`config.mk`:
```
export PLATFORM = sky130hd
export DESIGN_NAME = com_pkt_rx
export DESIGN_NICKNAME = d
export VERILOG_FILES = /design/src/rtl/com_pkt_rx.sv
export SDC_FILE = /design/constraint.sdc
export NUM_CORES = 1
export LEC_CHECK = 0
export BUFFER_PORTS_ARGS = -buffer_cell sky130_fd_sc_hd__buf_2
export CORE_MARGIN = 10
export CORE_UTILIZATION = 58
export DETAILED_ROUTE_END_ITERATION = 7
export GPL_TIMING_DRIVEN = 0
export HOLD_SLACK_MARGIN = 0.12
export PLACE_DENSITY = 0.88
export SLEW_MARGIN = 20
export SYNTH_ARGS = -nofsm -noshare
export SYNTH_HDL_FRONTEND = slang
export SYNTH_SLANG_ARGS = --single-unit
```
`constraint.sdc`:
```
create_clock -name clk -period 2.8 [get_ports clk]
set_clock_uncertainty 0.1 [all_clocks]
set_input_delay 0.28 -clock clk [delete_from_list [all_inputs] [get_ports clk]]
set_output_delay 0.28 -clock clk [all_outputs]
set_load 0.01 [all_outputs]
```
`src/rtl/com_pkt_rx.sv`:
```
// com link far-end packet receiver: hunts 0x55/0xAA sync, decodes the header, writes the payload
// into the receive RAM from a latched base address and checks the trailing XOR checksum.
module com_pkt_rx #(
    parameter logic [11:0] MAX_DLEN = 12'd2048,
    parameter logic [15:0] TOUT     = 16'd4095
) (
    input  logic        clk,
    input  logic        rst,
    input  logic        fs,
    output logic        fd,
    input  logic        rxd_vld,
    input  logic [7:0]  rxd,
    input  logic [11:0] ram_init,
    output logic [11:0] ram_txa,
    output logic [7:0]  ram_txd,
    output logic        ram_txen,
    output logic [3:0]  btype,
    output logic [11:0] dlen,
    output logic [1:0]  err
);

    typedef enum logic [2:0] {
        S_IDLE,
        S_SYNC0,
        S_SYNC1,
        S_HEAD0,
        S_HEAD1,
        S_DATA,
        S_CHK,
        S_DONE
    } state_t;

    state_t      r_state;
    state_t      w_next;

    logic [11:0] r_base;
    logic [11:0] r_cnt;
    logic [7:0]  r_acc;
    logic [15:0] r_tout;
    logic [3:0]  r_btype;
    logic [11:0] r_dlen;
    logic [1:0]  r_err;
    logic        r_fd;
    logic [11:0] r_ram_txa;
    logic [7:0]  r_ram_txd;
    logic        r_ram_txen;

    logic        w_in_frame;
    logic        w_tout_hit;
    logic [11:0] w_hdr_dlen;
    logic        w_len_bad;
    logic        w_take;

    // The idle watchdog only runs once the header has started; sync hunting may wait forever.
    assign w_in_frame = (r_state == S_HEAD0) || (r_state == S_HEAD1) ||
                        (r_state == S_DATA)  || (r_state == S_CHK);
    assign w_tout_hit = !rxd_vld && (r_tout >= (TOUT - 16'd1));
    assign w_hdr_dlen = {r_dlen[11:8], rxd};
    assign w_len_bad  = (w_hdr_dlen > MAX_DLEN);
    assign w_take     = fs && rxd_vld;

    // NOTE: async reset plus non-blocking assignments keep every register update race-free.
    always_ff @(posedge clk or negedge rst) begin
        if (!rst) begin
            r_state <= S_IDLE;
        end else begin
            r_state <= w_next;
        end
    end

    // NOTE: w_next gets its default before the case, so no path can infer a latch.
    always_comb begin
        w_next = r_state;
        case (r_state)
            S_IDLE: begin
                if (fs) w_next = S_SYNC0;
            end
            S_DONE: begin
                if (!fs) w_next = S_IDLE;
            end
            default: begin
                if (!fs) begin
                    w_next = S_IDLE;
                end else if (rxd_vld) begin
                    case (r_state)
                        S_SYNC0: begin
                            if (rxd == 8'h55) w_next = S_SYNC1;
                        end
                        S_SYNC1: begin
                            if (rxd == 8'hAA)      w_next = S_HEAD0;
                            else if (rxd == 8'h55) w_next = S_SYNC1;
                            else                   w_next = S_SYNC0;
                        end
                        S_HEAD0: w_next = S_HEAD1;
                        S_HEAD1: begin
                            if (w_len_bad)                w_next = S_DONE;
                            else if (w_hdr_dlen == 12'd0) w_next = S_CHK;
                            else                          w_next = S_DATA;
                        end
                        S_DATA: begin
                            if (r_cnt == (r_dlen - 12'd1)) w_next = S_CHK;
                        end
                        S_CHK:   w_next = S_DONE;
                        default: w_next = r_state;
                    endcase
                end else if (w_in_frame && w_tout_hit) begin
                    w_next = S_DONE;
                end
            end
        endcase
    end

    always_ff @(posedge clk or negedge rst) begin
        if (!rst) begin
            r_base     <= '0;
            r_cnt      <= '0;
            r_acc      <= '0;
            r_tout     <= '0;
            r_btype    <= '0;
            r_dlen     <= '0;
            r_err      <= '0;
            r_fd       <= 1'b0;
            r_ram_txa  <= '0;
            r_ram_txd  <= '0;
            r_ram_txen <= 1'b0;
        end else begin
            r_ram_txen <= 1'b0;
            r_fd       <= (w_next == S_DONE);
            r_tout     <= (w_in_frame && !rxd_vld) ? (r_tout + 16'd1) : 16'd0;

            case (r_state)
                S_IDLE: begin
                    if (fs) begin
                        r_base <= ram_init;
                        r_err  <= 2'b00;
                        r_acc  <= 8'h00;
                        r_cnt  <= 12'd0;
                    end
                end
                S_HEAD0: begin
                    if (w_take) begin
                        r_btype      <= rxd[7:4];
                        r_dlen[11:8] <= rxd[3:0];
                        r_acc        <= rxd;
                    end
                end
                S_HEAD1: begin
                    if (w_take) begin
                        r_dlen[7:0] <= rxd;
                        r_acc       <= r_acc ^ rxd;
                        if (w_len_bad) r_err[1] <= 1'b1;
                    end
                end
                S_DATA: begin
                    if (w_take) begin
                        // Address arithmetic is 12-bit, so a base near the top wraps to 0x000.
                        r_ram_txa  <= r_base + r_cnt;
                        r_ram_txd  <= rxd;
                        r_ram_txen <= 1'b1;
                        r_acc      <= r_acc ^ rxd;
                        r_cnt      <= r_cnt + 12'd1;
                    end
                end
                S_CHK: begin
                    if (w_take) r_err[0] <= (rxd != r_acc);
                end
                default: ;
            endcase

            if (fs && w_in_frame && w_tout_hit) r_err[1] <= 1'b1;
        end
    end

    assign fd       = r_fd;
    assign ram_txa  = r_ram_txa;
    assign ram_txd  = r_ram_txd;
    assign ram_txen = r_ram_txen;
    assign btype    = r_btype;
    assign dlen     = r_dlen;
    assign err      = r_err;

endmodule

```
# After elaboration in Yosys (flattened, before gate mapping)
# Index checks and enable logic that the tools add are counted.
dict set report totals {
  register_bits 91
  latchBits 0
  ramBits 0
  romBits 0
  in_bits 24
  out_inout_bits 40
  elab_cells 96
  memories 0
}
dict set report classes {
  add_sub_neg 4
  n_mul 0
  n_div 0
  magnitude_cmp 2
  eq_ne 20
  n_shift 0
  muxes 30
  bitwise 1
  n_reduce_logical 25
}
# op n
set op_table {}
lappend op_table {{$mux 12} 2}
lappend op_table {{$mux 8} 3}
lappend op_table {{$pmux 12 s2} 1}
lappend op_table {{$pmux 8 s3} 1}
lappend op_table {{$mux 3} 7}
lappend op_table {{$pmux 3 s6} 1}
lappend op_table {{$add 16x1->16 const B} 1}
lappend op_table {{$ge 16x12->1 const B} 1}
lappend op_table {{$mux 16} 1}
lappend op_table {{$eq 3x3->1 const B} 5}
lappend op_table {{$add 12x1->12 const B} 1}
lappend op_table {{$add 12x12->12} 1}
lappend op_table {{$eq 12x12->1} 1}
lappend op_table {{$gt 12x12->1 const B} 1}
lappend op_table {{$logic_not 12->1} 1}
lappend op_table {{$sub 12x1->12 const B} 1}
lappend op_table {{$mux 2} 5}
lappend op_table {{$eq 8x7->1 const B} 1}
lappend op_table {{$eq 8x8->1 const B} 1}
lappend op_table {{$ne 2x2->1 const B} 4}
lappend op_table {{$ne 8x8->1} 1}
lappend op_table {{$reduce_and 2->1} 4}
lappend op_table {{$reduce_and 4->1} 2}
lappend op_table {{$xor 8x8->8} 1}
lappend op_table {{16 further kinds} 34}

# Depth between registers and ports, before layout
dict set report logic_depth {
  ltp_word 10
  mapped_depth 9
  depth_no_buf 9
}

# Least setup slack after synthesis
# No wires, ideal clock.
dict set report synth_path {
  path_kind {register to register}
  from {reg r_cnt[0]}
  to {reg r_ram_txa[10], in the netlist ram_txa[10]}
  setup_time_ns 0.083
  arrival_ns 2.059
  required_ns 2.617
  setup_slack_ns 0.558
  stages_incl_launch_ff 10
  path_buffers 0
  period_less_slack_ns 2.242
  path_cell_list {dfrtp_1 -> ha_1 -> inv_1 -> fa_1 -> nor2b_1 -> o21a_1 -> o21ai_0 -> a211oi_1 -> mux2_2 -> o21ai_0}
}
dict set report synth_between {
  elab_chain_cells 1
}
# element line
set synth_lines {}
lappend synth_lines {{from (decl)} 37} ;# logic [11:0] r_cnt;
lappend synth_lines {{from (signal assigned)} 161} ;# r_cnt <= r_cnt + 12'd1;
lappend synth_lines {{$add 12x12->12} 157} ;# r_ram_txa <= r_base + r_cnt;
lappend synth_lines {{to (signal assigned)} 157}
lappend synth_lines {{to (decl)} 44} ;# logic [11:0] r_ram_txa;
# Every way passes these cells.
# A chain may end at the register's enable or synchronous reset.

# Final worst setup path
dict set report layout_path {
  from {reg r_state[1]}
  to {reg r_dlen[3], in the netlist dlen[3]}
}
dict set report layout_between {
  elab_chain_cells 2
}
# element line
set layout_lines {}
lappend layout_lines {{from (decl)} 33} ;# state_t r_state;
lappend layout_lines {{from (signal assigned)} 67} ;# r_state <= w_next;
lappend layout_lines {{$eq 3x3->1} 131} ;# case (r_state)
lappend layout_lines {{$reduce_and 2->1 (no line)} n/a}
lappend layout_lines {{to (signal assigned)} 149} ;# r_dlen[7:0] <= rxd;
lappend layout_lines {{to (decl)} 41} ;# logic [11:0] r_dlen;
# Every way passes these cells.

==> flow_metrics.py <==
metrics = {
    "worst_setup_path": {
        "worst-endpoint-arrival_ns": 2.81,
        "critical_path.top_delay_family": "simple AND/OR/NAND/NOR gates",
        "worstPathRequired_ns": 2.99,
        "cp_slowest_cell": "sky130_fd_sc_hd__nor3_1",
        "critPathKind": "reg2reg",
        "cp.buffers_inverters": 3,
        "critPathLaunchType": "flip-flop",
        "path_common_cell": "sky130_fd_sc_hd__clkbuf_1",
        "worst-path-max-fanout": 10,
        "timing.critical_path.slowest_cell_delay_ns": 0.71,
        "critical_path.endpoint_type": "flip-flop",
        "crit_path_cell_trace": "clkbuf_1 -> nand2b_1 -> buf_2 -> nor3_1 -> clkbuf_1 -> nand2_1 -> o21ai_0",
    },
    "clocking": {
        "clk_pin_slew_ns": 0.09,
        "cts_resized": 0,
        "clk-insertion-delay-late_ns": 0.38,
        "cts_tree": "yes",
        "cts_max_level": 3,
        "cts_buffers": 9,
        "cts-root-buf": "sky130_fd_sc_hd__clkbuf_8",
        "number_of_clock_sinks": 91,
        "clk_path_buf_depth": 2,
        "postCtsSetupRepairBufs": 0,
    },
    "sta": {
        "final_critical_path_time_including_i_o_delays_and_setup_ns": 2.62,
        "setup_total_negative_slack_ns": 0,
        "setup_repair_after_global_routing_missed_its_margin": "no",
        "maximum_clock_frequency_ghz": 0.381,
        "setup_viol_count_final": 0,
        "whs_ns": 0.181,
        "slew_headroom_pct": 43.0,
        "post-route-period-util_pct": 93.7,
        "worst_pin_slew_ns": 0.848,
        "slew_limit_fails": 0,
        "finalHoldViolations": 0,
    },
    "final_layout": {
        "number_of_filler_instances_in_the_final_layout": 623,
        "diodes": 0,
        "fin_nets": 658,
        "finalCoreUtilization_pct": 70.0,
        "finalInstanceArea_mm2": 0.00584,
        "layout-area-overhead-vs-synth_pct": 16.2,
        "drive_gt1_share_pct": 18.3,
    },
    "global_routing": {
        "grt_first_pass_wirelength_mm": 20.8,
        "via_count_of_the_first_global_routing_pass": 4262,
        "global_route.usage.total_pct": 19.4,
        "grt_max_degree": 61,
        "grt_overflow": 0,
        "grt_antenna_before_repair": 0,
    },
    "detailed_routing": {
        "post_drt_via_cell_ratio": 5.85,
        "wirelength_mm": 12.4,
        "routed-via-count": 4262,
        "drcViolationCount": 0,
        "drt-initial-drc-count": 271,
        "drt_first_pass_iters": 5,
        "avgRoutedWirePerCell_um": 17.0,
        "antenna_violating_nets_post_route": 0,
    },
    "die": {
        "io_pins": 64,
        "floorplan.rows": 33,
        "placeableCoreArea_mm2": 0.00834,
        "initial_core_util_pct": 60.3,
        "chipHeight_um": 113,
        "dieWidth_um": 113,
        "dieArea_mm2": 0.0128,
    },
    "power_and_ir_drop": {
        "power_density_mw_per_mm2": 486,
        "power_leakage_nw": 2.72,
        "power.ir.vdd_worst_mv": 0.236,
    },
    "logic_synthesis": {
        "ys.flop_type": "sky130_fd_sc_hd__dfrtp_1",
        "synth-edff-count": 0,
        "yosys-top-cells-area": "sky130_fd_sc_hd__dfrtp_1 (45%), sky130_fd_sc_hd__nand2_1 (5.6%), sky130_fd_sc_hd__mux2_2 (5.4%)",
        "synth.top_cell.area_share_pct": 45.3,
        "ys_types": 57,
        "synth.largest_area_cell": "sky130_fd_sc_hd__dfrtp_1",
        "synthesis.area_per_instance_um2": 9.41,
        "warnings_synthesis": 0,
        "postSynthCellCount": 534,
        "postSynthNetCount": 574,
        "synth_area_mm2": 0.00503,
        "synth-seq-area-share_pct": 45.3,
        "async_reset_ff_share_pct": 100,
        "ys_ff_latch": 91,
    },
    "flow_run": {
        "cap_violations": 0,
    },
    "placed_design": {
        "gp_routability_congestion": 0.913,
        "io_buffers": 54,
        "placement.cell_area_mm2": 0.00546,
        "detailed_place_hpwl_mm": 8.84,
    },
    "hold_path": {
        "worstHoldPathType": "in2reg",
    },
    "outcome": {
        "run_status": "finished clean",
    },
}
==> state kept, by name (all words and copies together), names as in the netlist, 2 cells and up <==
| signal | flops |
|---|---|
| r_base | 12 |
| ram_txd | 8 |
| r_state | 3 |
| r_cnt | 12 |
| btype | 4 |
| r_tout | 16 |
| ram_txa | 12 |
| r_acc | 8 |
| err | 2 |
| dlen | 12 |
==> tightest hold or removal path, cell delays in order <==
cell,delay [ns]
sky130_fd_sc_hd__clkbuf_1,0.19
sky130_fd_sc_hd__nand2_1,0.10
sky130_fd_sc_hd__nand2_1,0.05
==> metrics by stage <==
step	total power [mW]	worst slack [ns]	instances
floorplan	1.76	0.558	534
global placement	1.89	0.305	693
detailed placement	1.92	0.223	694
CTS	2.85	0.182	728
global route	2.96	0.0505	728
finish	2.84	0.177	728
==> final cells by class <==
cell class / count / area [µm²] / share of cell area [%]
clock buffer: 10 / 138 / 2.36
clock inverter: 6 / 63.8 / 1.09
sequential: 91 / 2280 / 39.0
buffer: 28 / 120 / 2.06
multi-input combinational: 400 / 2570 / 44.1
timing repair buffer: 73 / 480 / 8.23
tap: 105 / 131 / 2.25
inverter: 15 / 56.3 / 0.964
==> metal layers <==
layer	share of wire [%]	global-route usage (%)	vias to the layer above
met1	40	22.9	2064
met3	6.7	5.12	33
met5	0	0	-
li1	-	-	2013
met2	51	33.5	152
met4	2.3	6.77	0
==> final timing paths <==
kind / cells past startpoint / slack [ns] / startpoint / endpoint
worst max-delay path: 7 / 0.18 / r_state[1] / dlen[3]
worst min-delay path: 3 / 0.18 / rxd[5] / ram_txd[5]
worst max register to register: 7 / 0.18 / r_state[1] / dlen[3]
worst min register to register: 2 / 0.38 / ram_txd[6] / ram_txd[6]
max in group asynchronous: 3 / 1.69 / rst / dlen[11]
min in group asynchronous: 2 / 0.28 / rst / ram_txa[9]
==> power by group <==
part	total [mW]	switching (mW)	internal [mW]
sequential	1.47	0.0766	1.39
combinational	0.455	0.246	0.209
clock	0.917	0.480	0.437
total	2.84	0.802	2.04
==> timing repair <==
action,CTS,global route
hold endpoints to repair,50,0
endpoints found under the setup margin,0,0
hold buffers,18,0
==> kinds of logic after synthesis <==
family	Yosys count	share of synthesized area [%]
AOI/OAI and AO/OA	96	12.2
muxes	24	5.38
adders and majority gates	16	4.13
DFF	91	45.3
and+or+nand+nor	210	20.1
buffers and inverters	43	3.51
xor gates and xnor gates	54	9.41
==> cells in the final DEF (no fill, tap or decap), types with 15 or more instances in the layout <==
cell,Yosys,routed
sky130_fd_sc_hd__dlygate4sd3_1,0,18
sky130_fd_sc_hd__nor2_1,62,62
sky130_fd_sc_hd__buf_2,6,59
sky130_fd_sc_hd__xnor2_1,28,28
sky130_fd_sc_hd__dfrtp_1,91,91
sky130_fd_sc_hd__clkbuf_1,18,18
sky130_fd_sc_hd__xor2_1,26,26
sky130_fd_sc_hd__o21ai_0,43,43
sky130_fd_sc_hd__nand2_1,75,75
sky130_fd_sc_hd__ha_1,15,15
sky130_fd_sc_hd__mux2_2,24,24
==> synthesized netlist by cell type, types with 2 or more instances <==
cell,number
sky130_fd_sc_hd__inv_1,14
sky130_fd_sc_hd__nor2b_1,3
sky130_fd_sc_hd__nand4_1,9
sky130_fd_sc_hd__buf_1,2
sky130_fd_sc_hd__and4_1,3
sky130_fd_sc_hd__nor3b_1,2
sky130_fd_sc_hd__dfrtp_1,91
sky130_fd_sc_hd__ha_1,15
sky130_fd_sc_hd__nor2_1,62
sky130_fd_sc_hd__o21ai_0,43
sky130_fd_sc_hd__nand2b_1,5
sky130_fd_sc_hd__buf_2,6
sky130_fd_sc_hd__nor3_1,9
sky130_fd_sc_hd__mux2_2,24
sky130_fd_sc_hd__xor2_1,26
sky130_fd_sc_hd__or2_2,2
sky130_fd_sc_hd__buf_4,2
sky130_fd_sc_hd__nor4_1,7
sky130_fd_sc_hd__nand2_1,75
sky130_fd_sc_hd__nand4b_1,3
sky130_fd_sc_hd__nand3_1,14
sky130_fd_sc_hd__a21oi_1,14
sky130_fd_sc_hd__nor3_2,2
sky130_fd_sc_hd__and3_1,5
sky130_fd_sc_hd__o41ai_2,2
sky130_fd_sc_hd__clkbuf_1,18
sky130_fd_sc_hd__xnor2_1,28
sky130_fd_sc_hd__nand3b_1,2
sky130_fd_sc_hd__o31ai_1,6
sky130_fd_sc_hd__o21a_1,8
sky130_fd_sc_hd__o21bai_1,2
sky130_fd_sc_hd__a31oi_1,2
sky130_fd_sc_hd__a211oi_1,4
(Power assumes the default switching activity.)
